$ cat config.mk
export PLATFORM = sky130hd
export DESIGN_NAME = cc1200_spi_qregs_flat
export DESIGN_NICKNAME = d
export VERILOG_FILES = /design/src/rtl/cc1200_spi_qregs_if.sv /design/src/rtl/cc1200_spi_qregs.sv /design/src/flat_wrapper.sv
export SDC_FILE = /design/constraint.sdc
export NUM_CORES = 1
export LEC_CHECK = 0
export ABC_AREA = 1
export CELL_PAD_IN_SITES_DETAIL_PLACEMENT = 1
export CELL_PAD_IN_SITES_GLOBAL_PLACEMENT = 1
export CORE_UTILIZATION = 40
export DETAILED_ROUTE_END_ITERATION = 6
export GPL_TIMING_DRIVEN = 1
export PLACE_DENSITY = 0.72
export SKIP_CTS_REPAIR_TIMING = 1
export SYNTH_ARGS = -nofsm -noshare
export SYNTH_HDL_FRONTEND = slang
export SYNTH_SLANG_ARGS = --single-unit
$ cat constraint.sdc
create_clock -name clk -period 3.1 [get_ports clk]
set_input_delay 0.465 -clock clk [delete_from_list [all_inputs] [get_ports clk]]
set_output_delay 0.465 -clock clk [all_outputs]
set_load 0.1 [all_outputs]
$ cat src/rtl/cc1200_spi_qregs_if.sv
// APB bus bundle between a CPU-side master and the CC1200 SPI queue register block.
interface cc1200_spi_qregs_if;
  logic [7:0]  paddr;
  logic        psel;
  logic        penable;
  logic        pwrite;
  logic [31:0] pwdata;
  logic [31:0] prdata;
  logic        pready;
  logic        pslverr;

  modport master (
    output paddr, psel, penable, pwrite, pwdata,
    input  prdata, pready, pslverr
  );

  modport slave (
    input  paddr, psel, penable, pwrite, pwdata,
    output prdata, pready, pslverr
  );
endinterface

$ cat src/rtl/cc1200_spi_qregs.sv
// APB register front-end for a CC1200 SPI engine: TX/RX word queues, a launch sequencer,
// clock divider, GPIO and a small W1C interrupt block.
module cc1200_spi_qregs #(
  parameter int GPIO_W   = 4,
  parameter int DEPTH    = 4,
  parameter int CLKDIV_W = 16
) (
  input  logic                clk,
  input  logic                rstn,
  cc1200_spi_qregs_if.slave   apb,
  output logic                start,
  input  logic                busy,
  output logic [31:0]         data_out,
  output logic [3:0]          wr,
  input  logic [31:0]         data_in,
  output logic [CLKDIV_W-1:0] clock_div,
  output logic [GPIO_W-1:0]   gpio_oe,
  output logic [GPIO_W-1:0]   gpio_out,
  input  logic [GPIO_W-1:0]   gpio_in,
  output logic                irq
);
  localparam int PTR_W = $clog2(DEPTH);
  localparam int LVL_W = PTR_W + 1;

  typedef enum logic [1:0] {IDLE, LAUNCH, WAIT_BUSY, WAIT_DONE} state_t;

  state_t              r_state, w_stateNext;
  logic                r_pready;
  logic                r_en;
  logic [3:0]          r_wr;
  logic [CLKDIV_W-1:0] r_clkDiv;
  logic [GPIO_W-1:0]   r_gpioOe, r_gpioOut;
  logic [2:0]          r_irqStat, r_irqEn;
  logic [31:0]         r_dataOut;
  logic [3:0]          r_wrOut;

  logic [35:0]         r_txMem [DEPTH];
  logic [31:0]         r_rxMem [DEPTH];
  logic [PTR_W-1:0]    r_txRd, r_txWr, r_rxRd, r_rxWr;
  logic [LVL_W-1:0]    r_txLvl, r_rxLvl;

  logic        w_acc, w_ok, w_err, w_mapped, w_ro;
  logic [31:0] w_rdata, w_status;
  logic        w_txFull, w_txEmpty, w_rxFull, w_rxEmpty;
  logic        w_txPush, w_txPop, w_rxPush, w_rxPop, w_flush;
  logic        w_capture, w_txOvf, w_rxOvf;
  logic [2:0]  w_irqSet, w_irqClr;

  assign w_txFull  = (r_txLvl == LVL_W'(DEPTH));
  assign w_txEmpty = (r_txLvl == '0);
  assign w_rxFull  = (r_rxLvl == LVL_W'(DEPTH));
  assign w_rxEmpty = (r_rxLvl == '0);

  assign w_status = {11'b0, 5'(r_rxLvl), 3'b0, 5'(r_txLvl), 3'b0,
                     w_rxFull, w_rxEmpty, w_txEmpty, w_txFull, (r_state != IDLE)};

  // One wait state: pready rises the cycle after the access phase starts.
  always_ff @(posedge clk or negedge rstn) begin
    if (!rstn) r_pready <= 1'b0;
    else       r_pready <= apb.psel & apb.penable & ~r_pready;
  end

  always_comb begin
    w_rdata  = '0;
    w_mapped = 1'b1;
    w_ro     = 1'b0;
    case (apb.paddr)
      8'h00: w_rdata = {31'b0, r_en};
      8'h04: begin w_rdata = w_status; w_ro = 1'b1; end
      8'h08: w_rdata = '0;
      8'h0C: begin w_rdata = w_rxEmpty ? 32'b0 : r_rxMem[r_rxRd]; w_ro = 1'b1; end
      8'h10: w_rdata = {28'b0, r_wr};
      8'h14: w_rdata = 32'(r_clkDiv);
      8'h18: w_rdata = 32'(r_gpioOe);
      8'h1C: w_rdata = 32'(r_gpioOut);
      8'h20: begin w_rdata = 32'(gpio_in); w_ro = 1'b1; end
      8'h24: w_rdata = {29'b0, r_irqStat};
      8'h28: w_rdata = {29'b0, r_irqEn};
      default: w_mapped = 1'b0;
    endcase
  end

  assign w_err = ~w_mapped | (apb.pwrite & w_ro)
               | (apb.pwrite & (apb.paddr == 8'h08) & w_txFull)
               | (~apb.pwrite & (apb.paddr == 8'h0C) & w_rxEmpty);
  assign w_acc = apb.psel & apb.penable & r_pready;
  assign w_ok  = w_acc & ~w_err;

  assign apb.pready  = r_pready;
  assign apb.pslverr = r_pready & w_err;
  assign apb.prdata  = (r_pready & ~apb.pwrite) ? w_rdata : 32'b0;

  assign w_txPush = w_ok & apb.pwrite & (apb.paddr == 8'h08);
  assign w_txOvf  = w_acc & apb.pwrite & (apb.paddr == 8'h08) & w_txFull;
  assign w_rxPop  = w_ok & ~apb.pwrite & (apb.paddr == 8'h0C);
  assign w_flush  = w_ok & apb.pwrite & (apb.paddr == 8'h00) & apb.pwdata[1];
  assign w_rxPush = w_capture & ~w_rxFull;
  assign w_rxOvf  = w_capture & w_rxFull;
  assign w_irqSet = {w_rxOvf, w_txOvf, w_capture};
  assign w_irqClr = (w_ok & apb.pwrite & (apb.paddr == 8'h24)) ? apb.pwdata[2:0] : 3'b0;

  always_ff @(posedge clk or negedge rstn) begin
    if (!rstn) begin
      r_en      <= 1'b0;
      r_wr      <= '0;
      r_clkDiv  <= '0;
      r_gpioOe  <= '0;
      r_gpioOut <= '0;
      r_irqEn   <= '0;
      r_irqStat <= '0;
    end else begin
      if (w_ok && apb.pwrite) begin
        case (apb.paddr)
          8'h00: r_en      <= apb.pwdata[0];
          8'h10: r_wr      <= apb.pwdata[3:0];
          8'h14: r_clkDiv  <= apb.pwdata[CLKDIV_W-1:0];
          8'h18: r_gpioOe  <= apb.pwdata[GPIO_W-1:0];
          8'h1C: r_gpioOut <= apb.pwdata[GPIO_W-1:0];
          8'h28: r_irqEn   <= apb.pwdata[2:0];
          default: ;
        endcase
      end
      // Hardware set wins over a same-cycle software clear.
      r_irqStat <= (r_irqStat & ~w_irqClr) | w_irqSet;
    end
  end

  always_ff @(posedge clk) begin
    if (w_txPush) r_txMem[r_txWr] <= {r_wr, apb.pwdata};
    if (w_rxPush) r_rxMem[r_rxWr] <= data_in;
  end

  // Flush collapses read pointers onto write pointers; a capture in the same cycle survives.
  always_ff @(posedge clk or negedge rstn) begin
    if (!rstn) begin
      r_txRd  <= '0;
      r_txWr  <= '0;
      r_txLvl <= '0;
      r_rxRd  <= '0;
      r_rxWr  <= '0;
      r_rxLvl <= '0;
    end else begin
      if (w_txPush) r_txWr <= r_txWr + PTR_W'(1);
      if (w_rxPush) r_rxWr <= r_rxWr + PTR_W'(1);
      if (w_flush) begin
        r_txRd  <= r_txWr;
        r_txLvl <= '0;
        r_rxRd  <= r_rxWr;
        r_rxLvl <= LVL_W'(w_rxPush);
      end else begin
        if (w_txPop) r_txRd <= r_txRd + PTR_W'(1);
        if (w_rxPop) r_rxRd <= r_rxRd + PTR_W'(1);
        r_txLvl <= r_txLvl + LVL_W'(w_txPush) - LVL_W'(w_txPop);
        r_rxLvl <= r_rxLvl + LVL_W'(w_rxPush) - LVL_W'(w_rxPop);
      end
    end
  end

  always_ff @(posedge clk or negedge rstn) begin
    if (!rstn) begin
      r_dataOut <= '0;
      r_wrOut   <= '0;
    end else if (w_txPop) begin
      {r_wrOut, r_dataOut} <= r_txMem[r_txRd];
    end
  end

  always_ff @(posedge clk or negedge rstn) begin
    if (!rstn) r_state <= IDLE;
    else       r_state <= w_stateNext;
  end

  always_comb begin
    w_stateNext = r_state;
    case (r_state)
      IDLE:      if (r_en && !w_txEmpty) w_stateNext = LAUNCH;
      LAUNCH:    w_stateNext = WAIT_BUSY;
      WAIT_BUSY: if (busy) w_stateNext = WAIT_DONE;
      WAIT_DONE: if (!busy) w_stateNext = IDLE;
      default:   w_stateNext = IDLE;
    endcase
  end

  always_comb begin
    start     = (r_state == LAUNCH);
    w_txPop   = (r_state == IDLE) & r_en & ~w_txEmpty;
    w_capture = (r_state == WAIT_DONE) & ~busy;
  end

  assign data_out  = r_dataOut;
  assign wr        = r_wrOut;
  assign clock_div = r_clkDiv;
  assign gpio_oe   = r_gpioOe;
  assign gpio_out  = r_gpioOut;
  assign irq       = |(r_irqStat & r_irqEn);
endmodule
$ cat src/flat_wrapper.sv
// flat-port wrapper written by rule: the top's interface ports become plain ports
module cc1200_spi_qregs_flat 
#(
  parameter int GPIO_W   = 4,
  parameter int DEPTH    = 4,
  parameter int CLKDIV_W = 16
)
  (clk, rstn, start, busy, data_out, wr, data_in, clock_div, gpio_oe, gpio_out, gpio_in, irq, apb_paddr, apb_psel, apb_penable, apb_pwrite, apb_pwdata, apb_prdata, apb_pready, apb_pslverr);
  cc1200_spi_qregs_if apb_i ();
  input  logic clk;
  input  logic rstn;
  output logic start;
  input  logic busy;
  output logic [31:0] data_out;
  output logic [3:0] wr;
  input  logic [31:0] data_in;
  output logic [CLKDIV_W-1:0] clock_div;
  output logic [GPIO_W-1:0] gpio_oe;
  output logic [GPIO_W-1:0] gpio_out;
  input  logic [GPIO_W-1:0] gpio_in;
  output logic irq;
  input wire logic [$bits(apb_i.paddr)-1:0] apb_paddr;
  input wire logic [$bits(apb_i.psel)-1:0] apb_psel;
  input wire logic [$bits(apb_i.penable)-1:0] apb_penable;
  input wire logic [$bits(apb_i.pwrite)-1:0] apb_pwrite;
  input wire logic [$bits(apb_i.pwdata)-1:0] apb_pwdata;
  output wire logic [$bits(apb_i.prdata)-1:0] apb_prdata;
  output wire logic [$bits(apb_i.pready)-1:0] apb_pready;
  output wire logic [$bits(apb_i.pslverr)-1:0] apb_pslverr;
  assign apb_i.paddr = apb_paddr;
  assign apb_i.psel = apb_psel;
  assign apb_i.penable = apb_penable;
  assign apb_i.pwrite = apb_pwrite;
  assign apb_i.pwdata = apb_pwdata;
  assign apb_prdata = apb_i.prdata;
  assign apb_pready = apb_i.pready;
  assign apb_pslverr = apb_i.pslverr;
  cc1200_spi_qregs #(.GPIO_W(GPIO_W), .DEPTH(DEPTH), .CLKDIV_W(CLKDIV_W)) u_core (.clk(clk), .rstn(rstn), .apb(apb_i), .start(start), .busy(busy), .data_out(data_out), .wr(wr), .data_in(data_in), .clock_div(clock_div), .gpio_oe(gpio_oe), .gpio_out(gpio_out), .gpio_in(gpio_in), .irq(irq));
endmodule
# After elaboration in Yosys (flattened, before gate mapping)
# Memory sizes are Yosys's and may differ from the RTL's. A register that Yosys moved wholly into a read port is not among the register bits.
# Cells that the tools add are included.
# totals
in_bits	82
mem_bits_rw	272
output_inout_bits	96
register_bits	52
n_memories	2
elab_cells	124
# classes
n_reduce_logical	21
bitwise_logic	40
n_mux	20
n_eq_ne	18
addsub	8
# mem_list
memory	words	width	rd	rd_clocked_by_memory_dff	write_ports	line	rtl
u_core.r_txMem	4	36	1	1	1	cc1200_spi_qregs.sv:37	logic [35:0] r_txMem [DEPTH];
u_core.r_rxMem	4	32	1	0	1	cc1200_spi_qregs.sv:38	logic [31:0] r_rxMem [DEPTH];
# op_table
op	count
$pmux 32 s10	1
$mux 32	2
$eq 8x5->1 const B	4
$and 1x1->1	26
$eq 8x6->1 const B	3
$eq 8x4->1 const B	2
$mux 2	7
$reduce_and 2->1	6
$reduce_or 11->1	1
$mux 3	3
$add 2x1->2 const B	4
$eq 8x3->1 const B	1
$logic_not 8->1	1
$pmux 2 s4	1
$not 1->1	7
$add 3x1->3	2
$and 3x3->3	2
$eq 3x3->1 const B	2
$logic_not 3->1	2
$mux 1	6
$reduce_bool 2->1	3
$reduce_or 3->1	2
$sub 3x1->3	2
$eq 2x2->1 const B	2
10 further kinds	15

# Depth between registers and ports, before layout
# logic_depth
ltp_word	15
depth_mapped	16
mapped_depth_nobuf	16

# Worst setup path before layout
# No wires, ideal clock.
# synth_timing
path_type	reg2out
from	register u_core.r_pready (netlist: u_core.apb.pready)
to	output port apb_prdata[6]
path_buffers	0
path_slack_ns	-1.373
stages_incl_launch_ff	7
t_arrival_ns	4.008
path_cell_list	dfrtp_1 > inv_1 > nor2_2 > inv_1 > nor2_2 > inv_1 > o21ai_0
# synth_via
elab_chain_cells	2
# synth_lines
item	line	rtl
from (decl)	cc1200_spi_qregs.sv:28	logic r_pready;
from (signal assigned)	cc1200_spi_qregs.sv:60	else r_pready <= apb.psel & apb.penable & ~r_pready;
$and 1x1->1	cc1200_spi_qregs.sv:91	assign apb.prdata = (r_pready & ~apb.pwrite) ? w_rdata : 32'b0;
$mux 32	cc1200_spi_qregs.sv:91	
to (decl)	flat_wrapper.sv:27	output wire logic [$bits(apb_i.prdata)-1:0] apb_prdata;
# Every way passes these cells.

# Final worst setup path
# layout_timing
from	input port apb_paddr[3]
to	output port apb_prdata[2]
# layout_via
elab_chain_cells	3
elab_cells_between_ends	12
# layout_lines
item	line	rtl
from (decl)	flat_wrapper.sv:22	input wire logic [$bits(apb_i.paddr)-1:0] apb_paddr;
$eq 8x6->1 (tied with other cells)	cc1200_spi_qregs.sv:67	case (apb.paddr)
$pmux 32 s10 *	cc1200_spi_qregs.sv:67	
$mux 32 *	cc1200_spi_qregs.sv:91	
# Every way passes the cells marked *; elsewhere a longest branch is shown, timed or not.

==> flow_summary.yaml <==
outcome:
  run_status: "completed"
drt:
  route.detailed.drc: 0
  totalWireLength_um: 39680
  detail_route.iter0.violations: 491
  detail_route.vias_per_cell: 5.167
  vias: 10310
  drtAntennaViolNets: 0
  drt_pass1_iterations: 5
  wl_per_cell_um: 19.88
sta:
  hold_ws_ns: 0.4766
  timing.final.hold_violations: 0
  layout_setup_ws_ns: 0.07393
  maxSlewHeadroom_pct: 45.73
  min_period_over_period_pct: 97.62
  tightest_slew_ns: 0.8128
  fmaxAchievable_ghz: 0.3305
  setup_violations: 0
  slew_viol_final: 0
  timing.clock.skew_ns: 0.01320
  unrepaired_setup_endpoints_after_global_routing: "true"
  period_needed_ns: 3.026
placed_design:
  io_buffer_count: 177
  postPlaceCellArea_sq_um: 17670
  dp.cells: 1922
  dp_slack_ns: -0.1671
  dp.final_hpwl_um: 26150
  gpl.final_weighted_congestion: 0.8342
worst_setup_path:
  reg2reg_setup_slack_ns: 0.54
  timing.critical_path.cells: "clkdlybuf4s50_1 -> buf_4 -> nand2_1 -> nor2_2 -> buf_4 -> nand2_1 -> buf_4 -> inv_1 -> buf_4 -> a221oi_2 -> nand4_1 -> nand2_1 -> inv_1 -> buf_12"
  cp.depth: 14
  largest_incremental_delay_on_the_critical_path_ns: 0.47
  timing.critical_path.fanout_max: 4
  worst_r2r_path_depth: 15
  arrival_ns: 2.56
  most_used_cell_cp: "sky130_fd_sc_hd__buf_4"
  startpoint_type: "primary input"
  slowest_stage: "sky130_fd_sc_hd__clkdlybuf4s50_1"
  path_delay_family: "buffers and inverters"
  worstSetupPathType: "primary input to primary output"
  cp.buffers_inverters: 8
  end_kind: "primary output"
  cp_data_required_time_ns: 2.63
clocking:
  latest_clock_arrival_within_the_worst_skew_pair_ns: 0.55
  clock_sink_count: 360
  clk_path_buf_depth: 3
  cts_root_buffer: "sky130_fd_sc_hd__clkbuf_16"
  h-tree-depth: 2
  cts.clk_slew.worst_paths_ns: 0.06
  cts_buffers: 40
  tritoncts: "built"
layout:
  area.growth.synth_to_final_pct: 29.46
  layout_cell_share_with_drive_strength_beyond_1_pct: 17.72
  finalInstanceArea_sq_um: 19020
  final_net_count: 1606
  final_cells: 1996
  number_of_antenna_repair_diodes: 0
synth:
  synth_compound_area_share_pct: 9.658
  synth-adder-area-share_pct: 1.635
  synthesis.instances: 1287
  synth.ff_latch_count: 360
  synth_simple_gate_area_share_pct: 14.04
  ys_seq_area_share_pct: 70.59
  synth_top_family_by_area: "simple AND/OR/NAND/NOR gates"
  synthDistinctLibCells: 38
  synth.mux.area_fraction_pct: 0
  synth_xor_xnor_area_share_pct: 0.4173
  synth_nets: 1387
  syn_area_per_cell_sq_um: 11.41
  ys.warnings.count: 0
  netlist_area_sq_um: 14690
min_path:
  worst_hold_path_type: "primary input to async pin"
grt:
  global_route.overflow_total: 0
  grt_max_degree: 74
  wire_length_of_the_first_global_routing_pass_um: 61900
  grtUsageTotal_pct: 21.30
  grt_antenna_before_repair: 1
  grt_pass1_vias: 10960
die:
  chipWidth_um: 193.6
  die-height_um: 193.6
  die_area_sq_um: 37500
  std_cell_rows: 69
  initial_utilization_pct: 41.00
  design.core.area_sq_um: 35830
  io_pins: 178
flow_run:
  cap_violations: 0
power:
  power_leakage_nw: 7.480
  power_density_relative_to_cell_area_nw_per_um2: 575.0
  vdd_drop_max_mv: 0.4520
==> cell usage after synthesis <==
| cell type | number | area share (%) |
|---|---|---|
| sky130_fd_sc_hd__a211oi_1 | 1 | 0.051 |
| sky130_fd_sc_hd__a21oi_1 | 23 | 0.78 |
| sky130_fd_sc_hd__a21oi_2 | 1 | 0.060 |
| sky130_fd_sc_hd__a221oi_1 | 4 | 0.24 |
| sky130_fd_sc_hd__a22o_1 | 5 | 0.30 |
| sky130_fd_sc_hd__a22oi_1 | 4 | 0.20 |
| sky130_fd_sc_hd__a31oi_1 | 36 | 1.5 |
| sky130_fd_sc_hd__a32o_1 | 4 | 0.27 |
| sky130_fd_sc_hd__a32oi_1 | 2 | 0.12 |
| sky130_fd_sc_hd__buf_1 | 11 | 0.28 |
| sky130_fd_sc_hd__buf_2 | 4 | 0.14 |
| sky130_fd_sc_hd__buf_6 | 2 | 0.15 |
| sky130_fd_sc_hd__clkbuf_1 | 42 | 1.1 |
| sky130_fd_sc_hd__clkinv_1 | 3 | 0.077 |
| sky130_fd_sc_hd__dfrtp_1 | 88 | 15 |
| sky130_fd_sc_hd__edfxtp_1 | 272 | 56 |
| sky130_fd_sc_hd__fa_1 | 2 | 0.27 |
| sky130_fd_sc_hd__ha_1 | 16 | 1.4 |
| sky130_fd_sc_hd__inv_1 | 72 | 1.8 |
| sky130_fd_sc_hd__inv_2 | 4 | 0.10 |
| sky130_fd_sc_hd__nand2_1 | 153 | 3.9 |
| sky130_fd_sc_hd__nand2_2 | 5 | 0.21 |
| sky130_fd_sc_hd__nand2_4 | 2 | 0.15 |
| sky130_fd_sc_hd__nand3_1 | 26 | 0.89 |
| sky130_fd_sc_hd__nand3_2 | 3 | 0.20 |
| sky130_fd_sc_hd__nand4_1 | 14 | 0.60 |
| sky130_fd_sc_hd__nor2_1 | 298 | 7.6 |
| sky130_fd_sc_hd__nor2_2 | 4 | 0.17 |
| sky130_fd_sc_hd__nor2_4 | 2 | 0.15 |
| sky130_fd_sc_hd__nor3_1 | 4 | 0.14 |
| sky130_fd_sc_hd__o211ai_1 | 2 | 0.10 |
| sky130_fd_sc_hd__o21ai_0 | 137 | 4.7 |
| sky130_fd_sc_hd__o21ai_1 | 19 | 0.65 |
| sky130_fd_sc_hd__o21ai_2 | 2 | 0.12 |
| sky130_fd_sc_hd__o22ai_1 | 12 | 0.51 |
| sky130_fd_sc_hd__o31ai_1 | 1 | 0.051 |
| sky130_fd_sc_hd__xnor2_1 | 2 | 0.12 |
| sky130_fd_sc_hd__xor2_1 | 5 | 0.30 |
==> flip-flops by register name, summed over array words and instances, names as in the netlist, 4 cells and up <==
register	cells
u_core.data_out	32
u_core.r_txMem	144
u_core.r_wr	4
u_core.gpio_out	4
u_core.r_rxMem	128
u_core.gpio_oe	4
u_core.wr	4
u_core.clock_div	16
==> area by class of cell <==
type                            count  area [sq um]
Clock buffer                       58          1109
Multi-Input combinational cell    789          3945
Clock inverter                     13         150.1
Sequential cell                   360         10380
Fill cell                        3656         16810
Timing Repair Buffer              236          2559
Inverter                           79         302.8
Tap cell                          461         576.8
==> worst paths after layout <==
path | startpoint | end
worst min register to register | u_core.apb.pready | u_core.apb.pready
worst max register to register | u_core.r_rxLvl[1] | u_core.r_rxLvl[2]
worst max-delay path | apb_paddr[3] | apb_prdata[2]
max in group asynchronous | rstn | u_core.clock_div[0]
min in group clk | apb_psel | u_core.apb.pready
worst min-delay path | rstn | u_core.data_out[22]
==> cells in the final DEF (no fill, tap or decap), types with 3 or more instances in the layout <==
| master | n |
|---|---|
| sky130_fd_sc_hd__nor2_4 | 12 |
| sky130_fd_sc_hd__clkdlybuf4s50_1 | 80 |
| sky130_fd_sc_hd__a31oi_1 | 36 |
| sky130_fd_sc_hd__o21ai_2 | 4 |
| sky130_fd_sc_hd__o21ai_1 | 22 |
| sky130_fd_sc_hd__xor2_1 | 5 |
| sky130_fd_sc_hd__a221oi_1 | 3 |
| sky130_fd_sc_hd__clkbuf_16 | 41 |
| sky130_fd_sc_hd__clkbuf_1 | 14 |
| sky130_fd_sc_hd__a21oi_2 | 12 |
| sky130_fd_sc_hd__nand3_2 | 3 |
| sky130_fd_sc_hd__clkbuf_8 | 4 |
| sky130_fd_sc_hd__o21ai_0 | 132 |
| sky130_fd_sc_hd__a21oi_1 | 10 |
| sky130_fd_sc_hd__nand2_1 | 152 |
| sky130_fd_sc_hd__a32o_1 | 4 |
| sky130_fd_sc_hd__nor3_1 | 4 |
| sky130_fd_sc_hd__clkinv_1 | 4 |
| sky130_fd_sc_hd__dfrtp_1 | 85 |
| sky130_fd_sc_hd__edfxtp_1 | 272 |
| sky130_fd_sc_hd__nand4_1 | 14 |
| sky130_fd_sc_hd__clkinv_2 | 4 |
| sky130_fd_sc_hd__nand3_1 | 26 |
| sky130_fd_sc_hd__nand2_2 | 6 |
| sky130_fd_sc_hd__nor2_1 | 285 |
| sky130_fd_sc_hd__o22ai_1 | 12 |
| sky130_fd_sc_hd__buf_12 | 45 |
| sky130_fd_sc_hd__buf_4 | 108 |
| sky130_fd_sc_hd__inv_2 | 8 |
| sky130_fd_sc_hd__ha_1 | 16 |
| sky130_fd_sc_hd__inv_1 | 67 |
| sky130_fd_sc_hd__a22oi_1 | 4 |
| sky130_fd_sc_hd__a22o_1 | 5 |
| sky130_fd_sc_hd__nor2_2 | 7 |
==> power breakdown <==
| part | switching [mW] | internal, mW |
|---|---|---|
| clock | 1.92 | 2.67 |
| combinational | 0.546 | 0.301 |
| sequential | 0.0880 | 5.41 |
==> cell families (layout without fill, tap and decap cells) <==
logic type      count (synthesis)  count (layout)
flops                         360             360
simple gates                  511             511
fa+ha+maj                      18              18
xor+xnor                        7               7
compound gates                253             253
buf+inv                       138             386
==> per-layer routing <==
layer  part of all wire, %  wire length, um  track usage, %  vias up
li1                      -                -               -     4901
met1                    43            16970           26.40     5180
met2                    51            20370           37.92      181
met3                   4.1             1643           4.122       49
met4                   1.7              680           5.659        2
met5                 0.033               13               0        -
==> metrics by stage <==
stage	util (%)	total power [mW]	TNS, ns
floorplan	-	5.996	0
global placement	49.32	6.400	-0.01652
detailed placement	49.32	6.440	-0.4203
CTS	52.83	11.05	0
global route	53.08	11.32	-0.05032
finish	53.08	10.93	0
(Power assumes the default switching activity.)
